### config.mk
export PLATFORM = sky130hd
export DESIGN_NAME = fifo_uart_tx
export DESIGN_NICKNAME = d
export VERILOG_FILES = /design/src/rtl/fifo_uart_tx.sv
export SDC_FILE = /design/constraint.sdc
export NUM_CORES = 1
export LEC_CHECK = 0
export CAP_MARGIN = 30
export CORE_MARGIN = 5
export CORE_UTILIZATION = 55
export CTS_CLUSTER_SIZE = 10
export DETAILED_ROUTE_END_ITERATION = 10
export HOLD_SLACK_MARGIN = 0.1
export PLACE_DENSITY = 0.8
export SYNTH_ARGS = -nofsm -noshare
export SYNTH_HDL_FRONTEND = slang
export SYNTH_SLANG_ARGS = --single-unit
### constraint.sdc
create_clock -name clk_r -period 2.4 [get_ports clk_r]
set_input_delay 0.36 -clock clk_r [delete_from_list [all_inputs] [get_ports clk_r]]
set_output_delay 0.36 -clock clk_r [all_outputs]
set_load 0.03 [all_outputs]
### src/rtl/fifo_uart_tx.sv
// FIFO read-side UART transmitter: pops one byte per frame and sends it LSB first
// with optional even parity and one or two stop bits; counts completed frames.
module fifo_uart_tx #(
  parameter int CLKS_PER_BIT = 16,
  parameter int PARITY_EN    = 0,
  parameter int STOP_BITS    = 1
) (
  input  logic        clk_r,
  input  logic        rst,
  input  logic        tx_en,
  input  logic        buf_empty,
  input  logic [7:0]  buf_out,
  output logic        rd_en,
  output logic        tx,
  output logic        tx_busy,
  output logic [15:0] frame_cnt,
  output logic [2:0]  state_dbg
);

  typedef enum logic [2:0] {
    IDLE   = 3'd0,
    POP    = 3'd1,
    LOAD   = 3'd2,
    START  = 3'd3,
    DATA   = 3'd4,
    PARITY = 3'd5,
    STOP   = 3'd6
  } state_t;

  localparam logic [15:0] TMR_LAST  = 16'(CLKS_PER_BIT - 1);
  localparam logic [2:0]  STOP_LAST = 3'(STOP_BITS - 1);

  state_t      state;
  logic [7:0]  shreg;
  logic        parity;
  logic [15:0] bit_tmr;
  logic [2:0]  bit_idx;
  logic        bit_done;

  assign bit_done  = (bit_tmr == TMR_LAST);
  assign tx_busy   = (state != IDLE);
  assign state_dbg = state;

  // Pop handshake: rd_en is a one-cycle pulse issued only from IDLE when the FIFO
  // is non-empty; buf_out is taken in LOAD, the cycle after the FIFO saw the pop.
  always_ff @(posedge clk_r or negedge rst) begin
    if (!rst) begin
      state     <= IDLE;
      shreg     <= 8'd0;
      parity    <= 1'b0;
      bit_tmr   <= 16'd0;
      bit_idx   <= 3'd0;
      rd_en     <= 1'b0;
      tx        <= 1'b1;
      frame_cnt <= 16'd0;
    end else begin
      case (state)
        IDLE: begin
          tx      <= 1'b1;
          bit_tmr <= 16'd0;
          bit_idx <= 3'd0;
          if (tx_en && !buf_empty) begin
            rd_en <= 1'b1;
            state <= POP;
          end
        end
        POP: begin
          rd_en <= 1'b0;
          state <= LOAD;
        end
        LOAD: begin
          shreg   <= buf_out;
          parity  <= ^buf_out;
          tx      <= 1'b0;
          bit_tmr <= 16'd0;
          state   <= START;
        end
        START: begin
          if (bit_done) begin
            bit_tmr <= 16'd0;
            bit_idx <= 3'd0;
            tx      <= shreg[0];
            state   <= DATA;
          end else begin
            bit_tmr <= bit_tmr + 16'd1;
          end
        end
        DATA: begin
          if (bit_done) begin
            bit_tmr <= 16'd0;
            if (bit_idx == 3'd7) begin
              bit_idx <= 3'd0;
              if (PARITY_EN != 0) begin
                tx    <= parity;
                state <= PARITY;
              end else begin
                tx    <= 1'b1;
                state <= STOP;
              end
            end else begin
              bit_idx <= bit_idx + 3'd1;
              tx      <= shreg[bit_idx + 3'd1];
            end
          end else begin
            bit_tmr <= bit_tmr + 16'd1;
          end
        end
        PARITY: begin
          if (bit_done) begin
            bit_tmr <= 16'd0;
            bit_idx <= 3'd0;
            tx      <= 1'b1;
            state   <= STOP;
          end else begin
            bit_tmr <= bit_tmr + 16'd1;
          end
        end
        STOP: begin
          // bit_idx counts stop bits so two stop bits never overflow bit_tmr
          if (bit_done) begin
            bit_tmr <= 16'd0;
            if (bit_idx == STOP_LAST) begin
              bit_idx   <= 3'd0;
              frame_cnt <= frame_cnt + 16'd1;
              state     <= IDLE;
            end else begin
              bit_idx <= bit_idx + 3'd1;
            end
          end else begin
            bit_tmr <= bit_tmr + 16'd1;
          end
        end
        default: begin
          rd_en <= 1'b0;
          tx    <= 1'b1;
          state <= IDLE;
        end
      endcase
    end
  end

endmodule

==> results of run 1 <==
==> stage by stage <==
stage / worst slack, ns / util [%] / cells / power, mW
floorplan: 0.2474 / - / 259 / 0.8501
global placement: 0.3204 / 64.62 / 347 / 0.8874
detailed placement: 0.2264 / 64.62 / 347 / 0.8893
CTS: 0.1814 / 66.95 / 355 / 1.453
global route: 0.1258 / 67.00 / 355 / 1.499
finish: 0.1908 / 67.00 / 355 / 1.432
==> per-layer routing <==
layer / global-route usage [%] / vias up / wire (µm)
met2: 33.36 / 54 / 2721
met3: 3.096 / 6 / 227
li1: - / 1004 / -
met4: 5.420 / 0 / 82
met5: 0 / - / 0
met1: 24.26 / 998 / 2387
==> layout by cell type, fill, tap and decap left out, types with 3 or more instances in the layout <==
cell              n
a21oi_1          11
a31oi_1           8
and3_1            4
buf_4            10
clkbuf_8          5
clkdlybuf4s50_1  32
dfrtp_1          47
ha_1              5
inv_1            11
mux2_2           10
nand2_1          31
nand2b_1          4
nand3_1          14
nand4_1           5
nor2_1           17
nor2b_1           4
nor3_1            5
nor4_1            3
o21ai_0          16
or3_1             4
xnor2_1           8
xor2_1            8
==> sequential cells by signal (all words and copies together), names as in the netlist <==
signal,cells
bit_tmr,16
frame_cnt,16
shreg,8
bit_idx,3
state_dbg,3
rd_en,1
tx,1
==> critical path, stage by stage (launching register included) <==
cell and delay (ns):
dfrtp_1 0.38, buf_4 0.18, or3_1 0.38, clkdlybuf4s50_1 0.61
==> path summary, 6_finish.rpt <==
kind	slack (ns)	to	cells past startpoint
max in group asynchronous	1.81	bit_tmr[12]$_DFFE_PN0P_	2
worst max register to register	0.26	frame_cnt[8]$_DFFE_PN0P_	6
min in group clk_r	0.47	frame_cnt[15]$_DFFE_PN0P_	1
worst max-delay path	0.19	tx_busy	3
worst min-delay path	0.15	bit_tmr[15]$_DFFE_PN0P_	2
worst min register to register	0.47	frame_cnt[15]$_DFFE_PN0P_	1
==> area by class of cell <==
class,count,share of cell area [%]
Clock buffer,6,2.340
Clock inverter,2,1.129
Inverter,11,1.331
Multi-Input combinational cell,191,41.35
Sequential cell,48,38.77
Tap cell,54,2.178
Timing Repair Buffer,43,12.91
==> report_power, final <==
part | leakage, nW | internal (mW) | total (mW) | switching, mW
Combinational | 0.688 | 0.0270 | 0.0510 | 0.0240
Sequential | 0.621 | 0.816 | 0.821 | 0.00435
Clock | 0.0552 | 0.309 | 0.561 | 0.252
Total | 1.36 | 1.15 | 1.43 | 0.280
==> cell families after synthesis <==
family                     Yosys count  share of synthesized area, %
buffers and inverters               20                         3.876
adders and majority gates            5                         2.422
DFF                                 48                         46.56
AOI/OAI and AO/OA                   49                         11.58
xor gates and xnor gates            16                         5.427
and+or+nand+nor                    109                         24.03
muxes                               12                         6.105
==> repair_timing <==
action / 4_1_cts / 5_1_grt
endpoints found under the hold margin: 0 / 0
resized for setup: 0 / 1
endpoints found under the setup margin: 0 / 1
hold buffers: 0 / 0
==> impl_metrics.tcl, run 1 <==
set metrics [dict create \
    num_antenna_cells 0 \
    hold_viol_final 0 \
    ys.flop_type "dfrtp_1" \
    slew_violations 0 \
    ys_async_sr_fraction_pct 100.0 \
    r2r_start "bit_tmr[12]$_DFFE_PN0P_" \
    regArea_um2 1202 \
    cp.arrival_ns 1.85 \
    setup_violations 0 \
    drtPass1Iterations 4 \
    start_kind "flop" \
    p_per_area_nw_per_um2 461.8 \
    rows 25 \
    cts.sinks 48 \
    syn_area_um2 2582 \
    cp_data_required_time_ns 2.04 \
    wl_per_cell_um 15.26 \
    grt_max_degree 49 \
    syn_nets 276 \
    ant_nets 0 \
    ys_types 53 \
    fin_area_um2 3102 \
    synth.largest_area_cell "dfrtp_1" \
    rsz0062_at_grt "false" \
    grt_pass1_wl_um 9480 \
    synth_most_common_cell "dfrtp_1" \
    ys_ff_latch 48 \
    skew_ns 0.009056 \
    synth_area_leaders "dfrtp_1 (46%), nand2_1 (4.5%), mux2_2 (4.4%)" \
    synth_commonest_cells "dfrtp_1 (47), nand2_1 (31), nor2_1 (18)" \
    final_nets 317 \
    startpoint "state_dbg[0]$_DFFE_PN0P_" \
    worstMarginPinSlew_ns 0.6532 \
    cts_made_buffers 5 \
    holdWs_ns 0.1520 \
    dp_hpwl_um 3965 \
    fillCellCount 365 \
    crit_path_max_fanout 11 \
    path_class "flop to primary output" \
    area_growth_syn_to_layout_pct 20.11 \
    vias 2062 \
    tritoncts "yes" \
    routed_wl_um 5419 \
    grt_usage_pct 19.06 \
    synth_edf_count 0 \
    cts-htree-levels 2 \
    coreArea_um2 4629 \
    dpl_cell_area_um2 2992 \
    setup-tns-final_ns 0 \
    drt_iter0_drc 122 \
    max-slew-margin-rel_pct 56.41 \
    worstHoldPathType "input port to async pin" \
    finalCritPeriodShare_pct 92.05 \
    io_buffers 33 \
    drv_cap 0 \
    max_freq_mhz 452.7 \
    overflow 0 \
    worst_ir_drop_vdd_v 0.0003226 \
    pin_count 34 \
    synth-warning-count 0 \
    clockRootBuffer "clkbuf_8" \
    die_w_um 78.53 \
    outcome "completed" \
    worstSkewPairLatency_ns 0.29 \
    cts_max_path_buffers 2 \
    syn_avg_cell_area_um2 9.971 \
    multi_input_area_um2 1282 \
    p_leak_nw 1.364 \
    viasPerCell 5.808 \
    die_area_um2 6166 \
    synth_top_area_share_pct 45.54 \
    fp.dieH_um 78.53 \
    period_minus_slack_ns 2.209 \
    clk_pin_slew_worst_paths_ns 0.09 \
    post-cts-setup-buffers 0 \
    yosysSeqAreaShare_pct 46.56 \
    initial_core_util_pct 55.78 \
    antenna_found_initial 0 \
    gp_congestion 0.8117 \
    drive_above_1_share_pct 14.95 \
    synth_cells 259 \
    grt_pass1_vias 2068 \
    drc 0 \
    crit_path_end_kind "primary output" \
]
No activity file was read; power rests on OpenSTA's default activity.
==> inputs of run 2 (changes only) <==
Settings changed: ABC_AREA from default to 1, PLACE_DENSITY 0.8 to 0.79.
==> impl_metrics.tcl, run 2 <==
set metrics [dict create \
    finalCritPeriodShare_pct 85.71 \
    cp_slowest_stage_delay_ns 0.69 \
    r2r_start "bit_tmr[0]$_DFFE_PN0P_" \
    grt_usage_pct 21.27 \
    synth.largest_area_cell "dfrtp_1" \
    clk_pin_slew_worst_paths_ns 0.09 \
    reg2reg_depth 7 \
    synth_most_common_cell "nand2_1" \
    synth_top_area_share_pct 41.67 \
    cp.arrival_ns 1.70 \
    setup-tns-final_ns 0 \
    fp.dieH_um 81.64 \
    ys_types 30 \
    antenna_found_initial 0 \
    coreArea_um2 5042 \
    worst_ir_drop_vdd_v 0.0003667 \
    grt_max_degree 31 \
    vias 2568 \
    worstMarginPinSlew_ns 0.6878 \
    cts_hold_buf 0 \
    rsz0062_at_grt "false" \
    routed_wl_um 6330 \
    crit_chain "nor2_1 > nand2_1 > clkdlybuf4s50_1" \
    post-cts-setup-buffers 0 \
    drc 0 \
    rows 26 \
    tritoncts "yes" \
    num_antenna_cells 0 \
    crit_family "buffers and inverters" \
    syn_area_um2 2823 \
    drive_above_1_share_pct 7.728 \
    pin_count 34 \
    startpoint "state_dbg[2]$_DFFE_PN0P_" \
    synth_area_leaders "dfrtp_1 (42%), nand2_1 (19%), nand3_1 (6.6%)" \
    layout_common_cells "nand2_1 (141), dfrtp_1 (47), inv_1 (38)" \
    cts_resized 0 \
    wl_met3_um 173 \
    cts.sinks 48 \
    met1_length_um 2856 \
    syn_nets 403 \
    p_leak_nw 1.568 \
    setup_violations 0 \
    synth_cells 386 \
    max-slew-margin-rel_pct 54.15 \
    start_kind "flop" \
    wl_met2_um 3234 \
    synth_edf_count 0 \
    synth_commonest_cells "nand2_1 (141), dfrtp_1 (47), inv_1 (38)" \
    drt_iter0_drc 102 \
    ys_ff_latch 48 \
    maxUsedRoutingLayer "met4" \
    regArea_um2 1202 \
    fillCellCount 445 \
    cp_num_buf_inv 1 \
    slew_violations 0 \
    die_w_um 81.64 \
    gp_congestion 0.8919 \
    worstHoldPathType "input port to async pin" \
    overflow 0 \
    syn_avg_cell_area_um2 7.313 \
    viasPerCell 5.167 \
    period_minus_slack_ns 2.057 \
    cp_data_required_time_ns 2.04 \
    cts-htree-levels 2 \
    r2r_setup_slack_ns 0.64 \
    cts_max_path_buffers 2 \
    die_area_um2 6665 \
    final_nets 443 \
    crit_path_end_kind "primary output" \
    yosysSeqAreaShare_pct 42.60 \
    dp_hpwl_um 4840 \
    path_class "flop to primary output" \
    cts_made_buffers 5 \
    largestRegisters "bit_tmr (16), frame_cnt (16), shreg (8)" \
    multi_input_area_um2 1433 \
    crit_path_max_fanout 8 \
    ys_async_sr_fraction_pct 100.0 \
    p_per_area_nw_per_um2 446.6 \
    wl_per_cell_um 12.74 \
    max_freq_mhz 486.2 \
    p_total_mw 1.496 \
    ant_nets 0 \
    grt_pass1_vias 2509 \
    initial_core_util_pct 55.98 \
    drv_cap 0 \
    slowest_stage "clkdlybuf4s50_1" \
    rr_endpoint "frame_cnt[0]$_DFFE_PN0P_" \
    clockRootBuffer "clkbuf_8" \
    worstSkewPairLatency_ns 0.30 \
    skew_ns 0.004200 \
    mostFrequentLayoutCell "nand2_1" \
    outcome "completed" \
    synth-warning-count 0 \
    ys.flop_type "dfrtp_1" \
    area_growth_syn_to_layout_pct 18.66 \
    io_buffers 33 \
    drtPass1Iterations 4 \
    hold_viol_final 0 \
    cp_num_cells 3 \
    grt_pass1_wl_um 11130 \
    endpoint "tx_busy" \
]
run 2: layout make-up:
cell class	instances	share of cell area [%]
Tap cell	70	2.615
Sequential cell	48	35.90
Timing Repair Buffer	35	10.16
Multi-Input combinational cell	292	42.77
Clock buffer	6	2.465
Inverter	44	4.931
Clock inverter	2	1.158
run 2: worst min-delay path by stage:
| stage | from | end | slack, ns | depth (start not counted) |
|---|---|---|---|---|
| 4_1_cts | rst | bit_tmr[7]$_DFFE_PN0P_ | 0.11 | 1 |
| 5_1_grt | rst | bit_tmr[7]$_DFFE_PN0P_ | 0.15 | 1 |
| 3_3_place_gp | rst | bit_tmr[13]$_DFFE_PN0P_ | 0.43 | 1 |
| 2_1_floorplan | rst | bit_idx[0]$_DFFE_PN0P_ | 0.06 | 0 |
| 6_report | rst | bit_tmr[12]$_DFFE_PN0P_ | 0.09 | 1 |
| 3_5_place_dp | rst | bit_tmr[12]$_DFFE_PN0P_ | 0.44 | 1 |
run 2: worst reg2reg max path, cell delays in order (launching register included):
cell and delay, ns:
dfrtp_1 0.39, ha_1 0.25, nand3_2 0.13, nor2_1 0.12
nand2_1 0.12, nor2_1 0.11, nand2_1 0.29, xnor2_1 0.23
run 2: cell families (layout without fill, tap and decap cells):
group	count (synthesis)	after routing	share of synthesized area, %
and+or+nand+nor	234	234	36.21
DFF	48	48	42.60
buffers and inverters	46	87	6.649
AOI/OAI and AO/OA	35	35	6.738
xor gates and xnor gates	18	18	5.585
adders and majority gates	5	5	2.216
run 2: metal layers:
layer | vias up | global-route usage (%)
met2 | 35 | 36.81
met4 | 0 | 6.146
met3 | 6 | 3.618
met1 | 1223 | 27.37
met5 | - | 0
li1 | 1304 | -
run 2: power breakdown:
part	switching [mW]	total (mW)	leakage, nW	internal [mW]
registers	0.00438	0.821	0.621	0.816
clock network	0.285	0.626	0.0614	0.341
logic	0.0256	0.0486	0.886	0.0230
total	0.315	1.50	1.57	1.18
run 2: per-stage QoR:
step	util (%)	hold WS, ns	setup slack [ns]	instances	cell area (µm²)
3_3_place_gp	64.02	0.4316	0.6748	489	3228
3_5_place_dp	64.02	0.4407	0.6642	489	3228
2_1_floorplan	-	0.06441	0.8261	386	2823
5_1_grt	66.43	0.1475	0.2081	497	3349
6_report	66.43	0.08557	0.3430	497	3349
4_1_cts	66.43	0.1054	0.3209	497	3349
==> inputs of run 3 (changes only) <==
Settings changed: CELL_PAD_IN_SITES_DETAIL_PLACEMENT from default to 0, CELL_PAD_IN_SITES_GLOBAL_PLACEMENT from default to 1, CORE_UTILIZATION 55 to 41, PLACE_DENSITY 0.79 to default, PLACE_DENSITY_LB_ADDON from default to 0.1.
==> impl_metrics.tcl, run 3 (same netlist as run 2, synthesis figures left out) <==
set metrics [dict create \
    clockRootBuffer "clkbuf_8" \
    coreArea_um2 6756 \
    met1_usage_pct 24.07 \
    setup_violations 0 \
    max_freq_mhz 466.7 \
    vias 2491 \
    cts_resized 0 \
    area_growth_syn_to_layout_pct 18.75 \
    cp_data_required_time_ns 2.04 \
    grt_pass1_wl_um 11440 \
    cts_max_path_buffers 2 \
    rsz0062_at_grt "false" \
    layout_common_cells "nand2_1 (141), dfrtp_1 (47), inv_1 (38)" \
    fp.dieH_um 92.98 \
    postLayoutCoreUtil_pct 49.61 \
    use_met3_pct 3.218 \
    drt_iter0_drc 165 \
    antenna_found_initial 0 \
    pin_count 34 \
    startpoint "state_dbg[2]$_DFFE_PN0P_" \
    die_w_um 92.98 \
    endpoint "tx_busy" \
    wl_per_cell_um 12.93 \
    met2_usage_pct 24.84 \
    worst_ir_drop_vdd_v 0.0002162 \
    reg2reg_depth 7 \
    finalCritPeriodShare_pct 89.28 \
    crit_path_max_fanout 8 \
    clk_pin_slew_worst_paths_ns 0.09 \
    grt_max_degree 24 \
    rows 30 \
    start_kind "flop" \
    grt_usage_pct 16.51 \
    initial_core_util_pct 41.78 \
    mostFrequentLayoutCell "nand2_1" \
    slowest_stage "clkdlybuf4s50_1" \
    routed_wl_um 6579 \
    final_nets 445 \
    slew_violations 0 \
    cts.sinks 48 \
    grt-busiest-layer "met2" \
    placed_cells 500 \
    crit_path_end_kind "primary output" \
    r2r_start "bit_tmr[0]$_DFFE_PN0P_" \
    path_class "flop to primary output" \
    drv_cap 0 \
    holdWs_ns 0.4764 \
    drive_above_1_share_pct 7.692 \
    gp_congestion 0.8727 \
    worstMarginPinSlew_ns 0.5617 \
    grt_pass1_vias 2410 \
    max-slew-margin-rel_pct 62.55 \
    period_minus_slack_ns 2.143 \
    p_leak_nw 1.561 \
    cp_slowest_stage_delay_ns 0.71 \
    die_area_um2 8644 \
    rr_endpoint "frame_cnt[0]$_DFFE_PN0P_" \
    p_per_area_nw_per_um2 414.8 \
    drc 0 \
    hold_viol_final 0 \
    cts_made_buffers 5 \
    tritoncts "yes" \
    io_buffers 33 \
    overflow 0 \
    cts-htree-levels 2 \
    instances_no_fill 509 \
    r2r_setup_slack_ns 0.59 \
    worstSkewPairLatency_ns 0.31 \
    num_antenna_cells 0 \
    worstHoldPathType "flop to flop" \
    p_total_mw 1.390 \
    dp_hpwl_um 4998 \
    outcome "completed" \
    ant_nets 0 \
    viasPerCell 4.894 \
    crit_chain "nor2_1 > nand2_1 > clkdlybuf4s50_1" \
    drtPass1Iterations 4 \
    skew_ns 0.004484 \
    cp.arrival_ns 1.78 \
    setup-tns-final_ns 0 \
    largestRegisters "bit_tmr (16), frame_cnt (16), shreg (8)" \
]
==> run 3: metal layers <==
metal | vias up | wire, µm
met1 | 1118 | 3374
li1 | 1306 | -
met5 | - | 0
met2 | 57 | 2754
met3 | 10 | 343
met4 | 0 | 107
==> run 3: cell type report <==
| cell class | count | area (µm²) |
|---|---|---|
| clock buffer | 7 | 86.33 |
| clock inverter | 1 | 7.507 |
| fill | 672 | 3405 |
| inverter | 44 | 165.2 |
| multi-input combinational | 292 | 1433 |
| sequential | 48 | 1202 |
| tap | 80 | 100.1 |
| timing repair buffer | 37 | 357.8 |
==> run 3: through the flow <==
stage | instance area, µm² | worst slack [ns]
after floorplan | 2823 | 0.8261
after global placement | 3248 | 0.5901
after detailed placement | 3248 | 0.6046
after CTS | 3352 | 0.2428
after global routing | 3352 | 0.1561
final | 3352 | 0.2574
==> run 3: worst min-delay path by stage <==
stage                               from                       to  depth (start not counted)
floorplan                            rst   bit_idx[0]$_DFFE_PN0P_                          0
global placement                     rst  bit_tmr[13]$_DFFE_PN0P_                          1
detailed placement                   rst  bit_tmr[13]$_DFFE_PN0P_                          1
CTS                 shreg[4]$_DFFE_PN0P_     shreg[4]$_DFFE_PN0P_                          2
global route        shreg[4]$_DFFE_PN0P_     shreg[4]$_DFFE_PN0P_                          2
finish              shreg[4]$_DFFE_PN0P_     shreg[4]$_DFFE_PN0P_                          2
==> run 3: what timing repair did <==
action,in CTS,in global routing
setup buffers,0,0
hold buffers,1,0
hold endpoints to repair,20,0
==> run 3: power breakdown <==
group,switching [mW],leakage [nW],internal [mW],total (mW)
Sequential,0.00467,0.621,0.816,0.821
Combinational,0.0260,0.896,0.0240,0.0500
Clock,0.284,0.0445,0.235,0.519
==> run 3: critical path: cells and delay by family (launching register included) <==
kind | cells | cell delay, ns
DFF | 1 | 0.50
buffers and inverters | 1 | 0.71
and+or+nand+nor | 2 | 0.27
